--- config.mk ---
export PLATFORM = sky130hd
export DESIGN_NAME = apb3_cmd_master_flat
export DESIGN_NICKNAME = d
export VERILOG_FILES = /design/src/rtl/apb3_cmd_master_if.sv /design/src/rtl/apb3_cmd_master.sv /design/src/flat_wrapper.sv
export SDC_FILE = /design/constraint.sdc
export NUM_CORES = 1
export LEC_CHECK = 0
export CAP_MARGIN = 10
export CORE_MARGIN = 2
export CORE_UTILIZATION = 37
export DETAILED_ROUTE_END_ITERATION = 7
export MAX_ROUTING_LAYER = met4
export PLACE_DENSITY = 0.76
export SYNTH_ARGS = -nofsm -noshare
export SYNTH_HDL_FRONTEND = slang
export SYNTH_SLANG_ARGS = --single-unit
--- constraint.sdc ---
create_clock -name clk -period 1.45 [get_ports clk]
set_input_delay 0.145 -clock clk [delete_from_list [all_inputs] [get_ports clk]]
set_output_delay 0.145 -clock clk [all_outputs]
set_load 0.01 [all_outputs]
--- src/rtl/apb3_cmd_master_if.sv ---
// Bundles the command/response handshake and the APB3 bus of apb3_cmd_master.
// The master modport is the initiator's view; slave is the requester plus APB target.
interface apb3_cmd_master_if #(
  parameter int APB_ADDR_WIDTH  = 32,
  parameter int APB_WDATA_WIDTH = 32,
  parameter int APB_RDATA_WIDTH = 32
);
  localparam int STRB_W = APB_WDATA_WIDTH / 8;

  // Command request port
  logic                       cmd_valid;
  logic                       cmd_ready;
  logic                       cmd_write;
  logic [APB_ADDR_WIDTH-1:0]  cmd_addr;
  logic [APB_WDATA_WIDTH-1:0] cmd_wdata;
  logic [STRB_W-1:0]          cmd_strb;
  logic [2:0]                 cmd_prot;

  // Response port
  logic                       rsp_valid;
  logic                       rsp_ready;
  logic [APB_RDATA_WIDTH-1:0] rsp_rdata;
  logic                       rsp_slverr;
  logic                       rsp_timeout;

  // APB3 bus
  logic [APB_ADDR_WIDTH-1:0]  PADDR;
  logic                       PSEL;
  logic                       PENABLE;
  logic                       PWRITE;
  logic [APB_WDATA_WIDTH-1:0] PWDATA;
  logic [APB_RDATA_WIDTH-1:0] PRDATA;
  logic                       PREADY;
  logic                       PSLVERR;
  logic [2:0]                 PPROT;
  logic [STRB_W-1:0]          PSTRB;

  modport master (
    input  cmd_valid, cmd_write, cmd_addr, cmd_wdata, cmd_strb, cmd_prot,
    output cmd_ready,
    output rsp_valid, rsp_rdata, rsp_slverr, rsp_timeout,
    input  rsp_ready,
    output PADDR, PSEL, PENABLE, PWRITE, PWDATA, PPROT, PSTRB,
    input  PRDATA, PREADY, PSLVERR
  );

  modport slave (
    output cmd_valid, cmd_write, cmd_addr, cmd_wdata, cmd_strb, cmd_prot,
    input  cmd_ready,
    input  rsp_valid, rsp_rdata, rsp_slverr, rsp_timeout,
    output rsp_ready,
    input  PADDR, PSEL, PENABLE, PWRITE, PWDATA, PPROT, PSTRB,
    output PRDATA, PREADY, PSLVERR
  );
endinterface

--- src/rtl/apb3_cmd_master.sv ---
// APB3 initiator: one valid/ready command becomes one APB transfer, and its
// result (read data, slave error, or timeout) comes back on a valid/ready response.
module apb3_cmd_master #(
  parameter int APB_ADDR_WIDTH  = 32,
  parameter int APB_WDATA_WIDTH = 32,
  parameter int APB_RDATA_WIDTH = 32,
  parameter int TIMEOUT_CYCLES  = 16
) (
  input  logic               clk,
  input  logic               rst,
  apb3_cmd_master_if.master  bus
);

  localparam int STRB_W = APB_WDATA_WIDTH / 8;
  localparam int CNT_W  = (TIMEOUT_CYCLES > 0) ? $clog2(TIMEOUT_CYCLES + 1) : 1;
  localparam logic [CNT_W-1:0] CNT_LIMIT = CNT_W'(TIMEOUT_CYCLES);

  typedef enum logic [1:0] {
    IDLE   = 2'd0,
    SETUP  = 2'd1,
    ACCESS = 2'd2,
    RESP   = 2'd3
  } state_e;

  state_e                     state_q,       state_d;
  logic [APB_ADDR_WIDTH-1:0]  paddr_q,       paddr_d;
  logic                       pwrite_q,      pwrite_d;
  logic [APB_WDATA_WIDTH-1:0] pwdata_q,      pwdata_d;
  logic [STRB_W-1:0]          pstrb_q,       pstrb_d;
  logic [2:0]                 pprot_q,       pprot_d;
  logic                       psel_q,        psel_d;
  logic                       penable_q,     penable_d;
  logic                       idle_rdy_q,    idle_rdy_d;
  logic                       rsp_valid_q,   rsp_valid_d;
  logic [APB_RDATA_WIDTH-1:0] rsp_rdata_q,   rsp_rdata_d;
  logic                       rsp_slverr_q,  rsp_slverr_d;
  logic                       rsp_timeout_q, rsp_timeout_d;
  logic [CNT_W-1:0]           wait_cnt_q,    wait_cnt_d;

  logic cmd_ready;
  logic accept;

  // idle_rdy_q keeps cmd_ready low through reset and for the first cycle after
  // release; in RESP the next command may be taken in the same cycle the
  // response is consumed, which is what gives SETUP-ACCESS-RESP throughput.
  assign cmd_ready = idle_rdy_q | (rsp_valid_q & bus.rsp_ready);
  assign accept    = bus.cmd_valid & cmd_ready;

  always_comb begin
    // NOTE: every _d defaults to its _q first, so no path through the case
    // below leaves a variable unassigned and no latch is inferred.
    state_d       = state_q;
    paddr_d       = paddr_q;
    pwrite_d      = pwrite_q;
    pwdata_d      = pwdata_q;
    pstrb_d       = pstrb_q;
    pprot_d       = pprot_q;
    psel_d        = psel_q;
    penable_d     = penable_q;
    idle_rdy_d    = idle_rdy_q;
    rsp_valid_d   = rsp_valid_q;
    rsp_rdata_d   = rsp_rdata_q;
    rsp_slverr_d  = rsp_slverr_q;
    rsp_timeout_d = rsp_timeout_q;
    wait_cnt_d    = wait_cnt_q;

    unique case (state_q)
      IDLE: begin
        if (!accept) idle_rdy_d = 1'b1;
      end

      SETUP: begin
        penable_d = 1'b1;
        state_d   = ACCESS;
      end

      ACCESS: begin
        if (bus.PREADY) begin
          rsp_rdata_d   = pwrite_q ? '0 : bus.PRDATA;
          rsp_slverr_d  = bus.PSLVERR;
          rsp_timeout_d = 1'b0;
          rsp_valid_d   = 1'b1;
          psel_d        = 1'b0;
          penable_d     = 1'b0;
          state_d       = RESP;
        end else if (TIMEOUT_CYCLES != 0) begin
          // The counter already holds the number of waited edges, so the abort
          // lands on the edge after the last allowed wait and PREADY there still wins.
          if (wait_cnt_q == CNT_LIMIT) begin
            rsp_rdata_d   = '0;
            rsp_slverr_d  = 1'b1;
            rsp_timeout_d = 1'b1;
            rsp_valid_d   = 1'b1;
            psel_d        = 1'b0;
            penable_d     = 1'b0;
            state_d       = RESP;
          end else begin
            wait_cnt_d = wait_cnt_q + 1'b1;
          end
        end
      end

      RESP: begin
        if (bus.rsp_ready) begin
          rsp_valid_d = 1'b0;
          if (!bus.cmd_valid) begin
            idle_rdy_d = 1'b1;
            state_d    = IDLE;
          end
        end
      end

      default: state_d = IDLE;
    endcase

    // A command can be taken from IDLE or, back-to-back, from RESP.
    if (accept) begin
      paddr_d    = bus.cmd_addr;
      pwrite_d   = bus.cmd_write;
      pwdata_d   = bus.cmd_wdata;
      pstrb_d    = bus.cmd_write ? bus.cmd_strb : '0;
      pprot_d    = bus.cmd_prot;
      psel_d     = 1'b1;
      penable_d  = 1'b0;
      idle_rdy_d = 1'b0;
      wait_cnt_d = '0;
      state_d    = SETUP;
    end
  end

  // NOTE: sequential state uses non-blocking assignments only, so every flop
  // samples the pre-edge value of every other flop regardless of ordering.
  always_ff @(posedge clk or negedge rst) begin
    if (!rst) begin
      state_q       <= IDLE;
      paddr_q       <= '0;
      pwrite_q      <= 1'b0;
      pwdata_q      <= '0;
      pstrb_q       <= '0;
      pprot_q       <= '0;
      psel_q        <= 1'b0;
      penable_q     <= 1'b0;
      idle_rdy_q    <= 1'b0;
      rsp_valid_q   <= 1'b0;
      rsp_rdata_q   <= '0;
      rsp_slverr_q  <= 1'b0;
      rsp_timeout_q <= 1'b0;
      wait_cnt_q    <= '0;
    end else begin
      state_q       <= state_d;
      paddr_q       <= paddr_d;
      pwrite_q      <= pwrite_d;
      pwdata_q      <= pwdata_d;
      pstrb_q       <= pstrb_d;
      pprot_q       <= pprot_d;
      psel_q        <= psel_d;
      penable_q     <= penable_d;
      idle_rdy_q    <= idle_rdy_d;
      rsp_valid_q   <= rsp_valid_d;
      rsp_rdata_q   <= rsp_rdata_d;
      rsp_slverr_q  <= rsp_slverr_d;
      rsp_timeout_q <= rsp_timeout_d;
      wait_cnt_q    <= wait_cnt_d;
    end
  end

  assign bus.cmd_ready   = cmd_ready;
  assign bus.rsp_valid   = rsp_valid_q;
  assign bus.rsp_rdata   = rsp_rdata_q;
  assign bus.rsp_slverr  = rsp_slverr_q;
  assign bus.rsp_timeout = rsp_timeout_q;

  assign bus.PADDR   = paddr_q;
  assign bus.PSEL    = psel_q;
  assign bus.PENABLE = penable_q;
  assign bus.PWRITE  = pwrite_q;
  assign bus.PWDATA  = pwdata_q;
  assign bus.PSTRB   = pstrb_q;
  assign bus.PPROT   = pprot_q;

endmodule

--- src/flat_wrapper.sv ---
// flat-port wrapper written by rule: the top's interface ports become plain ports
module apb3_cmd_master_flat 
#(
  parameter int APB_ADDR_WIDTH  = 32,
  parameter int APB_WDATA_WIDTH = 32,
  parameter int APB_RDATA_WIDTH = 32,
  parameter int TIMEOUT_CYCLES  = 16
)
  (clk, rst, bus_cmd_valid, bus_cmd_write, bus_cmd_addr, bus_cmd_wdata, bus_cmd_strb, bus_cmd_prot, bus_cmd_ready, bus_rsp_valid, bus_rsp_rdata, bus_rsp_slverr, bus_rsp_timeout, bus_rsp_ready, bus_PADDR, bus_PSEL, bus_PENABLE, bus_PWRITE, bus_PWDATA, bus_PPROT, bus_PSTRB, bus_PRDATA, bus_PREADY, bus_PSLVERR);
  apb3_cmd_master_if #(.APB_ADDR_WIDTH(APB_ADDR_WIDTH), .APB_WDATA_WIDTH(APB_WDATA_WIDTH), .APB_RDATA_WIDTH(APB_RDATA_WIDTH)) bus_i ();
  input  logic clk;
  input  logic rst;
  input wire logic [$bits(bus_i.cmd_valid)-1:0] bus_cmd_valid;
  input wire logic [$bits(bus_i.cmd_write)-1:0] bus_cmd_write;
  input wire logic [$bits(bus_i.cmd_addr)-1:0] bus_cmd_addr;
  input wire logic [$bits(bus_i.cmd_wdata)-1:0] bus_cmd_wdata;
  input wire logic [$bits(bus_i.cmd_strb)-1:0] bus_cmd_strb;
  input wire logic [$bits(bus_i.cmd_prot)-1:0] bus_cmd_prot;
  output wire logic [$bits(bus_i.cmd_ready)-1:0] bus_cmd_ready;
  output wire logic [$bits(bus_i.rsp_valid)-1:0] bus_rsp_valid;
  output wire logic [$bits(bus_i.rsp_rdata)-1:0] bus_rsp_rdata;
  output wire logic [$bits(bus_i.rsp_slverr)-1:0] bus_rsp_slverr;
  output wire logic [$bits(bus_i.rsp_timeout)-1:0] bus_rsp_timeout;
  input wire logic [$bits(bus_i.rsp_ready)-1:0] bus_rsp_ready;
  output wire logic [$bits(bus_i.PADDR)-1:0] bus_PADDR;
  output wire logic [$bits(bus_i.PSEL)-1:0] bus_PSEL;
  output wire logic [$bits(bus_i.PENABLE)-1:0] bus_PENABLE;
  output wire logic [$bits(bus_i.PWRITE)-1:0] bus_PWRITE;
  output wire logic [$bits(bus_i.PWDATA)-1:0] bus_PWDATA;
  output wire logic [$bits(bus_i.PPROT)-1:0] bus_PPROT;
  output wire logic [$bits(bus_i.PSTRB)-1:0] bus_PSTRB;
  input wire logic [$bits(bus_i.PRDATA)-1:0] bus_PRDATA;
  input wire logic [$bits(bus_i.PREADY)-1:0] bus_PREADY;
  input wire logic [$bits(bus_i.PSLVERR)-1:0] bus_PSLVERR;
  assign bus_i.cmd_valid = bus_cmd_valid;
  assign bus_i.cmd_write = bus_cmd_write;
  assign bus_i.cmd_addr = bus_cmd_addr;
  assign bus_i.cmd_wdata = bus_cmd_wdata;
  assign bus_i.cmd_strb = bus_cmd_strb;
  assign bus_i.cmd_prot = bus_cmd_prot;
  assign bus_cmd_ready = bus_i.cmd_ready;
  assign bus_rsp_valid = bus_i.rsp_valid;
  assign bus_rsp_rdata = bus_i.rsp_rdata;
  assign bus_rsp_slverr = bus_i.rsp_slverr;
  assign bus_rsp_timeout = bus_i.rsp_timeout;
  assign bus_i.rsp_ready = bus_rsp_ready;
  assign bus_PADDR = bus_i.PADDR;
  assign bus_PSEL = bus_i.PSEL;
  assign bus_PENABLE = bus_i.PENABLE;
  assign bus_PWRITE = bus_i.PWRITE;
  assign bus_PWDATA = bus_i.PWDATA;
  assign bus_PPROT = bus_i.PPROT;
  assign bus_PSTRB = bus_i.PSTRB;
  assign bus_i.PRDATA = bus_PRDATA;
  assign bus_i.PREADY = bus_PREADY;
  assign bus_i.PSLVERR = bus_PSLVERR;
  apb3_cmd_master #(.APB_ADDR_WIDTH(APB_ADDR_WIDTH), .APB_WDATA_WIDTH(APB_WDATA_WIDTH), .APB_RDATA_WIDTH(APB_RDATA_WIDTH), .TIMEOUT_CYCLES(TIMEOUT_CYCLES)) u_core (.clk(clk), .rst(rst), .bus(bus_i));
endmodule
==> results.yml <==
pwr:
  power_switching_share_pct: 33.02
  leakage_nw: 4.430
  pwr-share-clk_pct: 28.9
  p_per_area_nw_per_um2: 1924
  peakVddDrop_mv: 1.022
  net-switching-power_mw: 5.359
  power.internal_mw: 10.87
  pwr-share-seq_pct: 33.2
  pwr-share-comb_pct: 37.9
floorplan:
  core_area_sq_um: 12570
  num_rows: 41
  start_util_pct: 37.61
  die_w_um: 117.0
  io_pins: 220
  die_h_um: 117.0
  dieArea_sq_um: 13700
sta:
  period_share_pct: 109.3
  rsz0062_at_grt: "true"
  worstMarginPinSlew_ns: 0.4600
  finalCriticalPeriod_ns: 1.586
  finClkSkew_ns: 0.004801
  finalHoldViolCount: 0
  slew_headroom_pct: 69.34
  clock.fmax_ghz: 0.6307
  slew_viol_final: 0
  setup_ws_ns: -0.1355
  setup_viol: 39
synth:
  synth_async_sr_flop_share_pct: 100.0
  synth_edf_count: 0
  avgSynthCellArea_sq_um: 9.073
  synth_nets: 638
  synth_cell_types: 30
  syn_inst: 521
  syn-cell-area_sq_um: 4727
  synth_flop_cell: "dfrtp_1"
  ys_ff_latch: 117
  yosysWarnings: 0
  seq_area_frac_synth_pct: 61.94
status:
  status: "finished with violations"
  violations: "negative setup slack"
finish:
  final_nets: 889
  fin_cells: 957
  drive_above_1_share_pct: 17.45
  area_growth_pct: 78.40
  utilization_pct: 67.10
  num_antenna_cells: 0
  mostFrequentLayoutCell: "nand2_1"
  layout_common_cells: "nand2_1, dfrtp_1, clkdlybuf4s50_1, dlygate4sd2_1, o21ai_2"
global_routing:
  grt_overflow: 0
  antenna_found_initial: 0
  grt_pass1_vias: 4600
  grt_pass1_wl_mm: 22.51
  grtUsageTotal_pct: 22.25
  grt_start_max_net_pins: 56
clock_network:
  clock_latency_ns: 0.40
  cts_root_buffer: "clkbuf_16"
  numCtsBuffers: 17
  htree_levels: 4
  cts_buffer_depth: 2
  clock-sinks: 117
  clk_pin_slew_worst_paths_ns: 0.05
  cts_tree: "done"
run:
  drv_cap: 0
setup_path:
  reg2reg_to: "u_core.bus.rsp_rdata[15]"
  start_kind: "register"
  critPathBufInv: 3
  critPathMaxStageDelay_ns: 0.34
  crit_cells: 8
  cp_data_arrival_time_ns: 1.91
  worstPathMaxFanout: 8
  critPathSlowestCell: "dfrtp_1"
  critPathTopFamily: "buffers and inverters"
  worstPathRequired_ns: 1.77
  worst-r2r-cell-count: 8
  crit_type: "reg2reg"
  r2r_slack_ns: -0.14
  cp_cell_sequence: "inv_1, ha_2, and4bb_4, o21ai_4, buf_8, clkbuf_16, nand2_1, o21ai_1"
  worstSetupEndpointType: "register"
  r2r-start: "u_core.wait_cnt_q[0]"
drt:
  ant_nets: 0
  vias: 4427
  drt_pass1_iterations: 6
  vias_per_cell: 4.626
  wl_per_cell_um: 15.42
  drc: 0
  drt-total-wl_mm: 14.75
  drtIter0Drc: 213
hold_path:
  min_path_type: "in2async"
placed_design:
  io_buffers: 219
  gp_congestion: 0.7756
  dpl.hpwl_mm: 9.541
  dp.cells: 907
## registers in the layout (all words and copies together), names as in the netlist, 2 cells and up
register              count
u_core.bus.PPROT          3
u_core.bus.PSTRB          4
u_core.bus.rsp_rdata     32
u_core.state_q            2
u_core.wait_cnt_q         5
u_core.bus.PADDR         32
u_core.bus.PWDATA        32
## metrics by stage
step / setup slack [ns] / TNS (ns) / area [sq um] / hold WS, ns / power [mW]
after global routing: -0.2001 / -6.240 / 8433 / 0.2630 / 17.24
after CTS: -0.1046 / -3.020 / 8192 / 0.2295 / 16.04
after detailed placement: -0.1608 / -9.412 / 7263 / 0.1213 / 11.51
after global placement: -0.08791 / -3.225 / 7263 / 0.1190 / 11.28
after floorplan: -0.02790 / -0.4532 / 4737 / -0.1506 / 7.745
final: -0.1355 / -3.327 / 8433 / 0.2475 / 16.23
## per-layer routing
metal  wire length (um)  vias up  track usage, %
li1                   -     2130               -
met1               5754     2081           24.49
met2               7608      182           37.69
met3               1004       34           6.746
met4                386        0           9.176
met5                  0        -               -
## area by class of cell
cell class / count / area, sq um
fill: 999 / 4135
sequential: 117 / 2928
timing repair buffer: 262 / 2718
multi-input combinational: 367 / 1877
clock buffer: 24 / 501.7
tap: 172 / 215.2
clock inverter: 8 / 167.7
inverter: 7 / 26.28
## timing repair
action	4_1_cts	5_1_grt
resized for setup	174	51
endpoints found under the hold margin	25	0
gates cloned	7	2
setup buffers	6	2
setup endpoints to repair	134	56
pin swaps	21	19
hold buffers	1	0
## worst register-to-register path, delay by kind of cell (launching register included)
family	cells	cell delay (ns)
adders and majority gates	1	0.17
buffers and inverters	3	0.43
AOI/OAI and AO/OA	2	0.29
and+or+nand+nor	2	0.29
DFF	1	0.34
## logic make-up after synthesis
| group | count (synthesis) | synth area share (%) |
|---|---|---|
| AO/OA/AOI/OAI | 47 | 5.294 |
| XOR/XNOR | 4 | 0.7413 |
| adder cells (fa/ha/maj) | 7 | 1.853 |
| buffers and inverters | 37 | 4.156 |
| flip-flops | 117 | 61.94 |
| multiplexers | 1 | 0.2118 |
| AND/OR/NAND/NOR | 308 | 25.81 |
## cells in the mapped netlist, types with 2 or more instances
cell type / count / share of area, %
dfrtp_1: 117 / 62
nand3_1: 6 / 0.64
a21o_1: 2 / 0.32
buf_6: 3 / 0.71
clkbuf_1: 3 / 0.24
buf_2: 20 / 2.1
xor2_1: 2 / 0.37
inv_1: 7 / 0.56
clkbuf_2: 2 / 0.21
ha_1: 7 / 1.9
a21oi_1: 4 / 0.42
nor2_1: 10 / 0.79
o21ai_1: 5 / 0.53
xnor2_1: 2 / 0.37
o21ai_0: 33 / 3.5
nor2b_1: 2 / 0.26
nand2_1: 281 / 22
nor3_1: 2 / 0.21
buf_4: 2 / 0.32
## power groups by stage
stage	Clock [mW]	Sequential, mW	Combinational [mW]
detailed placement	0	5.36	6.15
floorplan	0	5.90	1.84
global placement	0	5.30	5.99
CTS	4.77	5.33	5.94
finish	4.69	5.39	6.15
global route	4.95	5.54	6.75
## worst max-delay path by stage
stage	from	endpoint
floorplan	u_core.wait_cnt_q[0]	u_core.wait_cnt_q[1]
global placement	bus_rsp_ready	u_core.bus.PSTRB[3]
detailed placement	bus_rsp_ready	u_core.bus.PSTRB[3]
CTS	u_core.wait_cnt_q[0]	u_core.bus.rsp_rdata[20]
global route	u_core.wait_cnt_q[0]	u_core.bus.rsp_rdata[7]
finish	u_core.wait_cnt_q[0]	u_core.bus.rsp_rdata[15]
Power figures use the tool's default switching activity.
